**src/rtl/param_sync_fifo_if.sv**
```systemverilog
// Handshake/data bundle for param_sync_fifo: producer write side, consumer read side,
// status flags and sticky error flags.
interface param_sync_fifo_if #(
  parameter int DATA_W = 4,
  parameter int DEPTH  = 8
);
  logic                       i_wen;
  logic [DATA_W-1:0]          data_in;
  logic                       full_flag;
  logic                       almost_full;
  logic                       i_ren;
  logic [DATA_W-1:0]          data_out;
  logic                       empty_flag;
  logic                       almost_empty;
  logic [$clog2(DEPTH):0]     fill_count;
  logic                       overflow;
  logic                       underflow;
  logic                       i_clr_err;

  modport master (
    output i_wen, data_in, i_ren, i_clr_err,
    input  full_flag, almost_full, data_out, empty_flag, almost_empty,
           fill_count, overflow, underflow
  );

  modport slave (
    input  i_wen, data_in, i_ren, i_clr_err,
    output full_flag, almost_full, data_out, empty_flag, almost_empty,
           fill_count, overflow, underflow
  );
endinterface

```
**src/rtl/param_sync_fifo.sv**
```systemverilog
// Single-clock parametrised FIFO with registered status, fill level and sticky errors.
// Define FWFT_EN for first-word-fall-through reads; default is 1-cycle registered read.
module param_sync_fifo #(
  parameter int DATA_W    = 4,
  parameter int DEPTH     = 8,
  parameter int AF_THRESH = 6,
  parameter int AE_THRESH = 2
) (
  input  logic              i_clk,
  input  logic              i_rst,
  param_sync_fifo_if.slave  fifo_if
);

  localparam int AW = $clog2(DEPTH);
  localparam int CW = AW + 1;

  logic [DATA_W-1:0] mem [DEPTH];

  logic [CW-1:0] wr_ptr_q, wr_ptr_d;
  logic [CW-1:0] rd_ptr_q, rd_ptr_d;
  logic [CW-1:0] count_q, count_d;
  logic          full_q, empty_q, af_q, ae_q;
  logic          ovf_q, ovf_d, unf_q, unf_d;
  logic          wr_acc, rd_acc;

  // Accept decisions come from the flags registered at this edge; the count falls
  // out of the wrap-bit pointer difference, so simultaneous ops cancel naturally.
  always_comb begin
    wr_acc   = fifo_if.i_wen & ~full_q;
    rd_acc   = fifo_if.i_ren & ~empty_q;
    wr_ptr_d = wr_ptr_q + CW'(wr_acc);
    rd_ptr_d = rd_ptr_q + CW'(rd_acc);
    count_d  = wr_ptr_d - rd_ptr_d;
    ovf_d    = (fifo_if.i_wen & full_q)  | (ovf_q & ~fifo_if.i_clr_err);
    unf_d    = (fifo_if.i_ren & empty_q) | (unf_q & ~fifo_if.i_clr_err);
  end

  always_ff @(posedge i_clk or posedge i_rst) begin
    if (i_rst) begin
      wr_ptr_q <= '0;
      rd_ptr_q <= '0;
      count_q  <= '0;
      full_q   <= 1'b0;
      empty_q  <= 1'b1;
      af_q     <= 1'b0;
      ae_q     <= 1'b1;
      ovf_q    <= 1'b0;
      unf_q    <= 1'b0;
    end else begin
      wr_ptr_q <= wr_ptr_d;
      rd_ptr_q <= rd_ptr_d;
      count_q  <= count_d;
      full_q   <= (count_d == CW'(DEPTH));
      empty_q  <= (count_d == '0);
      af_q     <= (count_d >= CW'(AF_THRESH));
      ae_q     <= (count_d <= CW'(AE_THRESH));
      ovf_q    <= ovf_d;
      unf_q    <= unf_d;
    end
  end

  always_ff @(posedge i_clk) begin
    if (wr_acc) begin
      mem[wr_ptr_q[AW-1:0]] <= fifo_if.data_in;
    end
  end

`ifdef FWFT_EN
  assign fifo_if.data_out = mem[rd_ptr_q[AW-1:0]];
`else
  logic [DATA_W-1:0] dout_q;

  always_ff @(posedge i_clk or posedge i_rst) begin
    if (i_rst) begin
      dout_q <= '0;
    end else if (rd_acc) begin
      dout_q <= mem[rd_ptr_q[AW-1:0]];
    end
  end

  assign fifo_if.data_out = dout_q;
`endif

  assign fifo_if.fill_count   = count_q;
  assign fifo_if.full_flag    = full_q;
  assign fifo_if.empty_flag   = empty_q;
  assign fifo_if.almost_full  = af_q;
  assign fifo_if.almost_empty = ae_q;
  assign fifo_if.overflow     = ovf_q;
  assign fifo_if.underflow    = unf_q;

endmodule

```
**src/flat_wrapper.sv**
```systemverilog
// flat-port wrapper written by rule: the top's interface ports become plain ports
module param_sync_fifo_flat 
#(
  parameter int DATA_W    = 4,
  parameter int DEPTH     = 8,
  parameter int AF_THRESH = 6,
  parameter int AE_THRESH = 2
)
  (i_clk, i_rst, fifo_if_i_wen, fifo_if_data_in, fifo_if_i_ren, fifo_if_i_clr_err, fifo_if_full_flag, fifo_if_almost_full, fifo_if_data_out, fifo_if_empty_flag, fifo_if_almost_empty, fifo_if_fill_count, fifo_if_overflow, fifo_if_underflow);
  param_sync_fifo_if #(.DATA_W(DATA_W), .DEPTH(DEPTH)) fifo_if_i ();
  input  logic i_clk;
  input  logic i_rst;
  input wire logic [$bits(fifo_if_i.i_wen)-1:0] fifo_if_i_wen;
  input wire logic [$bits(fifo_if_i.data_in)-1:0] fifo_if_data_in;
  input wire logic [$bits(fifo_if_i.i_ren)-1:0] fifo_if_i_ren;
  input wire logic [$bits(fifo_if_i.i_clr_err)-1:0] fifo_if_i_clr_err;
  output wire logic [$bits(fifo_if_i.full_flag)-1:0] fifo_if_full_flag;
  output wire logic [$bits(fifo_if_i.almost_full)-1:0] fifo_if_almost_full;
  output wire logic [$bits(fifo_if_i.data_out)-1:0] fifo_if_data_out;
  output wire logic [$bits(fifo_if_i.empty_flag)-1:0] fifo_if_empty_flag;
  output wire logic [$bits(fifo_if_i.almost_empty)-1:0] fifo_if_almost_empty;
  output wire logic [$bits(fifo_if_i.fill_count)-1:0] fifo_if_fill_count;
  output wire logic [$bits(fifo_if_i.overflow)-1:0] fifo_if_overflow;
  output wire logic [$bits(fifo_if_i.underflow)-1:0] fifo_if_underflow;
  assign fifo_if_i.i_wen = fifo_if_i_wen;
  assign fifo_if_i.data_in = fifo_if_data_in;
  assign fifo_if_i.i_ren = fifo_if_i_ren;
  assign fifo_if_i.i_clr_err = fifo_if_i_clr_err;
  assign fifo_if_full_flag = fifo_if_i.full_flag;
  assign fifo_if_almost_full = fifo_if_i.almost_full;
  assign fifo_if_data_out = fifo_if_i.data_out;
  assign fifo_if_empty_flag = fifo_if_i.empty_flag;
  assign fifo_if_almost_empty = fifo_if_i.almost_empty;
  assign fifo_if_fill_count = fifo_if_i.fill_count;
  assign fifo_if_overflow = fifo_if_i.overflow;
  assign fifo_if_underflow = fifo_if_i.underflow;
  param_sync_fifo #(.DATA_W(DATA_W), .DEPTH(DEPTH), .AF_THRESH(AF_THRESH), .AE_THRESH(AE_THRESH)) u_core (.i_clk(i_clk), .i_rst(i_rst), .fifo_if(fifo_if_i));
endmodule
```
**config.mk**
```make
export PLATFORM = sky130hd
export DESIGN_NAME = param_sync_fifo_flat
export DESIGN_NICKNAME = d
export VERILOG_FILES = /design/src/rtl/param_sync_fifo_if.sv /design/src/rtl/param_sync_fifo.sv /design/src/flat_wrapper.sv
export SDC_FILE = /design/constraint.sdc
export NUM_CORES = 1
export LEC_CHECK = 0
export ABC_CLOCK_PERIOD_IN_PS = 2700
export CORE_ASPECT_RATIO = 1.2
export CORE_UTILIZATION = 30
export CTS_BUF_LIST = sky130_fd_sc_hd__clkbuf_2
export DETAILED_ROUTE_END_ITERATION = 8
export DONT_BUFFER_PORTS = 1
export HOLD_SLACK_MARGIN = 0.02
export PLACE_DENSITY = 0.47
export REMOVE_ABC_BUFFERS = 1
export SLEW_MARGIN = 25
export SYNTH_ARGS = -nofsm -noshare
export SYNTH_HDL_FRONTEND = slang
export SYNTH_SLANG_ARGS = --single-unit
```
**constraint.sdc**
```tcl
create_clock -name i_clk -period 2.7 [get_ports i_clk]
set_clock_uncertainty 0.2 [all_clocks]
set_input_delay 0.27 -clock i_clk [delete_from_list [all_inputs] [get_ports i_clk]]
set_output_delay 0.27 -clock i_clk [all_outputs]
set_load 0.05 [all_outputs]
```
==> results.sh <==
export IMPL_required_ns=2.83
export IMPL_fmax_mhz=393
export IMPL_seq_power_share=0.489
export IMPL_worst_setup_path_type="register to register"
export IMPL_drv_slew=0
export IMPL_period_needed_ns=2.54
export IMPL_switchingPower_uw=1350
export IMPL_setup_tns_ns=0
export IMPL_antennaDiodeCount=0
export IMPL_finalNonFillerCells=260
export IMPL_cp_top_family="adder cells"
export IMPL_vias=1175
export IMPL_worst_r2r_cell_count=9
export IMPL_synth_warnings=0
export IMPL_ios=23
export IMPL_cts_buffer_depth=2
export IMPL_dp_cells=244
export IMPL_crit_chain="nor2b_1, ha_1, ha_1, inv_1, ha_1, a21o_1, a21oi_2, xor3_2, and2b_1"
export IMPL_syn_inst=150
export IMPL_synth_edf_count=32
export IMPL_portBuffers=0
export IMPL_drv_cap=0
export IMPL_ys_seq_area_frac=0.682
export IMPL_die_h_um=96.2
export IMPL_combPwrFrac=0.415
export IMPL_clk_latency_ns=0.40
export IMPL_critPathLaunchType="register"
export IMPL_cts_tree="yes"
export IMPL_gp_congestion=0.747
export IMPL_grt_max_degree=23
export IMPL_syn_to_final_growth_pct=12.4
export IMPL_synthArstFlopShare=0.407
export IMPL_hp_start="fifo_if_i_wen"
export IMPL_cts_made_buffers=5
export IMPL_worstPathMaxFanout=5
export IMPL_syn_area_sq_um=2220
export IMPL_maxSlewHeadroom=0.459
export IMPL_holdPathStages=2
export IMPL_rsz0062_at_grt="false"
export IMPL_timing_rr_start="u_core.fifo_if.empty_flag"
export IMPL_drtAntennaViolNets=0
export IMPL_r2r_setup_slack_ns=0.16
export IMPL_final_nets=186
export IMPL_drtPass1Iterations=4
export IMPL_htree_num_levels=2
export IMPL_drt_iter0_drc=56
export IMPL_die_area_sq_um=7750
export IMPL_ir_drop_uv=1070
export IMPL_dpl_worst_slack_ns=0.0359
export IMPL_slowest_stage="dfstp_2"
export IMPL_path_buf_inv=1
export IMPL_grt_pass1_wl_um=6040
export IMPL_p_leak_uw=0.00103
export IMPL_cts_sinks=54
export IMPL_wl_per_cell_um=15.2
export IMPL_worst_pin_slew_ns=0.810
export IMPL_antenna_found_initial=0
export IMPL_clock_power_share=0.096
export IMPL_power_internal_uw=1770
export IMPL_critPathArrivalTime_ns=2.68
export IMPL_drc=0
export IMPL_start_util=0.309
export IMPL_fp_dieW_um=80.5
export IMPL_viasPerCell=4.52
export IMPL_fp_row_count=34
export IMPL_clk_pin_slew_ns=0.23
export IMPL_syn_avg_cell_area_sq_um=14.8
export IMPL_hold_viol=0
export IMPL_critPathMaxStageDelay_ns=0.59
export IMPL_min_path_type="primary input to register"
export IMPL_synth_main_ff_cell="edfxtp_1"
export IMPL_root_buffer="clkbuf_2"
export IMPL_core_sq_um=7190
export IMPL_switching_share=0.432
export IMPL_drt_total_wl_um=3960
export IMPL_period_share=0.942
export IMPL_grt_usage=0.110
export IMPL_post_cts_setup_buffers=0
export IMPL_ys_ff_latch=54
export IMPL_drive_above_1_share=0.135
export IMPL_nFillCells=701
export IMPL_r2r_end="u_core.fifo_if.full_flag"
export IMPL_final_common_cell="edfxtp_1"
export IMPL_whs_endpoint="u_core.wr_ptr_q[0]"
export IMPL_overflow=0
export IMPL_setup_ws_ns=0.156
export IMPL_finalSetupViolations=0
export IMPL_cpMostUsedCell="ha_1"
export IMPL_end_kind="register"
export IMPL_status="completed"
export IMPL_final_cell_mix="edfxtp_1 (32), dfrtp_1 (20), mux2i_1 (16), inv_1 (15)"
export IMPL_synth_distinct_cells=27
export IMPL_powerDensity_nw_per_um2=1250
export IMPL_hpwl_um=2890
export IMPL_grt_pass1_vias=1189
export IMPL_p_total_uw=3120
[cells by family after synthesis]
family | after synthesis | synth area share
mux | 16 | 0.0722
fa+ha+maj | 8 | 0.0485
flops | 54 | 0.682
buf+inv | 18 | 0.0316
compound gates | 18 | 0.0552
simple gates | 30 | 0.0710
xor+xnor | 6 | 0.0395
[how the worst max path moves through the flow]
stage	startpoint	endpoint	slack (ns)	cells past startpoint
3_5_place_dp	u_core.fifo_if.empty_flag	u_core.fifo_if.full_flag	0.04	9
6_report	u_core.fifo_if.empty_flag	u_core.fifo_if.full_flag	0.16	9
3_3_place_gp	u_core.fifo_if.empty_flag	u_core.fifo_if.full_flag	0.11	9
2_1_floorplan	u_core.fifo_if.empty_flag	u_core.fifo_if.full_flag	-0.24	9
5_1_grt	u_core.fifo_if.empty_flag	u_core.fifo_if.almost_full	0.04	9
4_1_cts	u_core.fifo_if.empty_flag	u_core.fifo_if.full_flag	0.01	9
[synth_stat cells, types with 2 or more instances]
library cell / number / area, sq um
nor3_1: 2 / 10.0
nor2b_1: 3 / 18.8
a21o_1: 2 / 15.0
buf_2: 2 / 10.0
nor2_1: 8 / 30.0
nand3_1: 6 / 30.0
dfrtp_1: 20 / 500
o21ai_0: 6 / 30.0
mux2i_1: 16 / 160
ha_1: 7 / 87.6
nand2b_1: 3 / 18.8
dfstp_2: 2 / 52.6
xnor2_1: 2 / 17.5
edfxtp_1: 32 / 961
and2b_1: 2 / 15.0
a22oi_1: 8 / 60.1
inv_1: 15 / 56.3
nand2_1: 4 / 15.0
xor2_1: 2 / 17.5
[power by group through the flow]
stage	Combinational, uW	Sequential (uW)	Clock [uW]
after floorplan	936	1570	0
after global placement	1250	1550	0
after detailed placement	1280	1550	0
after CTS	1310	1530	315
after global routing	1440	1560	340
final	1290	1530	300
[area by class of cell]
| cell class | instances | area, sq um | area share |
|---|---|---|---|
| Clock buffer | 8 | 40.0 | 0.0160 |
| Inverter | 15 | 56.3 | 0.0226 |
| Multi-Input combinational cell | 78 | 639 | 0.256 |
| Sequential cell | 54 | 1510 | 0.607 |
| Tap cell | 90 | 113 | 0.0451 |
| Timing Repair Buffer | 15 | 133 | 0.0532 |
[state kept, by name, indices dropped and copies added, names as in the netlist, 4 cells and up]
signal	flops
u_core.mem	32
u_core.wr_ptr_q	4
u_core.fifo_if.data_out	4
u_core.fifo_if.fill_count	4
u_core.rd_ptr_q	4
[repair_timing]
| action | in CTS | in global routing |
|---|---|---|
| hold endpoints to repair | 55 | 0 |
| hold buffers | 8 | 0 |
| setup endpoints to repair | 0 | 3 |
| gates resized for setup | 0 | 1 |
[metal layers]
layer | vias to the layer above | GRT usage | wire length, um
met3 | 5 | 0.0227 | 104
met1 | 578 | 0.124 | 1590
met4 | 0 | 0.0446 | 68
met2 | 27 | 0.199 | 2190
li1 | 565 | - | -
met5 | - | 0 | 0
[through the flow]
| step | hold WS (ns) | cell area, sq um | util |
|---|---|---|---|
| final | 0.0715 | 2490 | 0.347 |
| after global routing | 0.0729 | 2490 | 0.347 |
| after CTS | 0.0699 | 2490 | 0.347 |
| after detailed placement | 0.169 | 2370 | 0.330 |
| after global placement | 0.145 | 2370 | 0.330 |
| after floorplan | 0.0577 | 2210 | - |
Note: power is estimated with default switching activity, not from simulation.
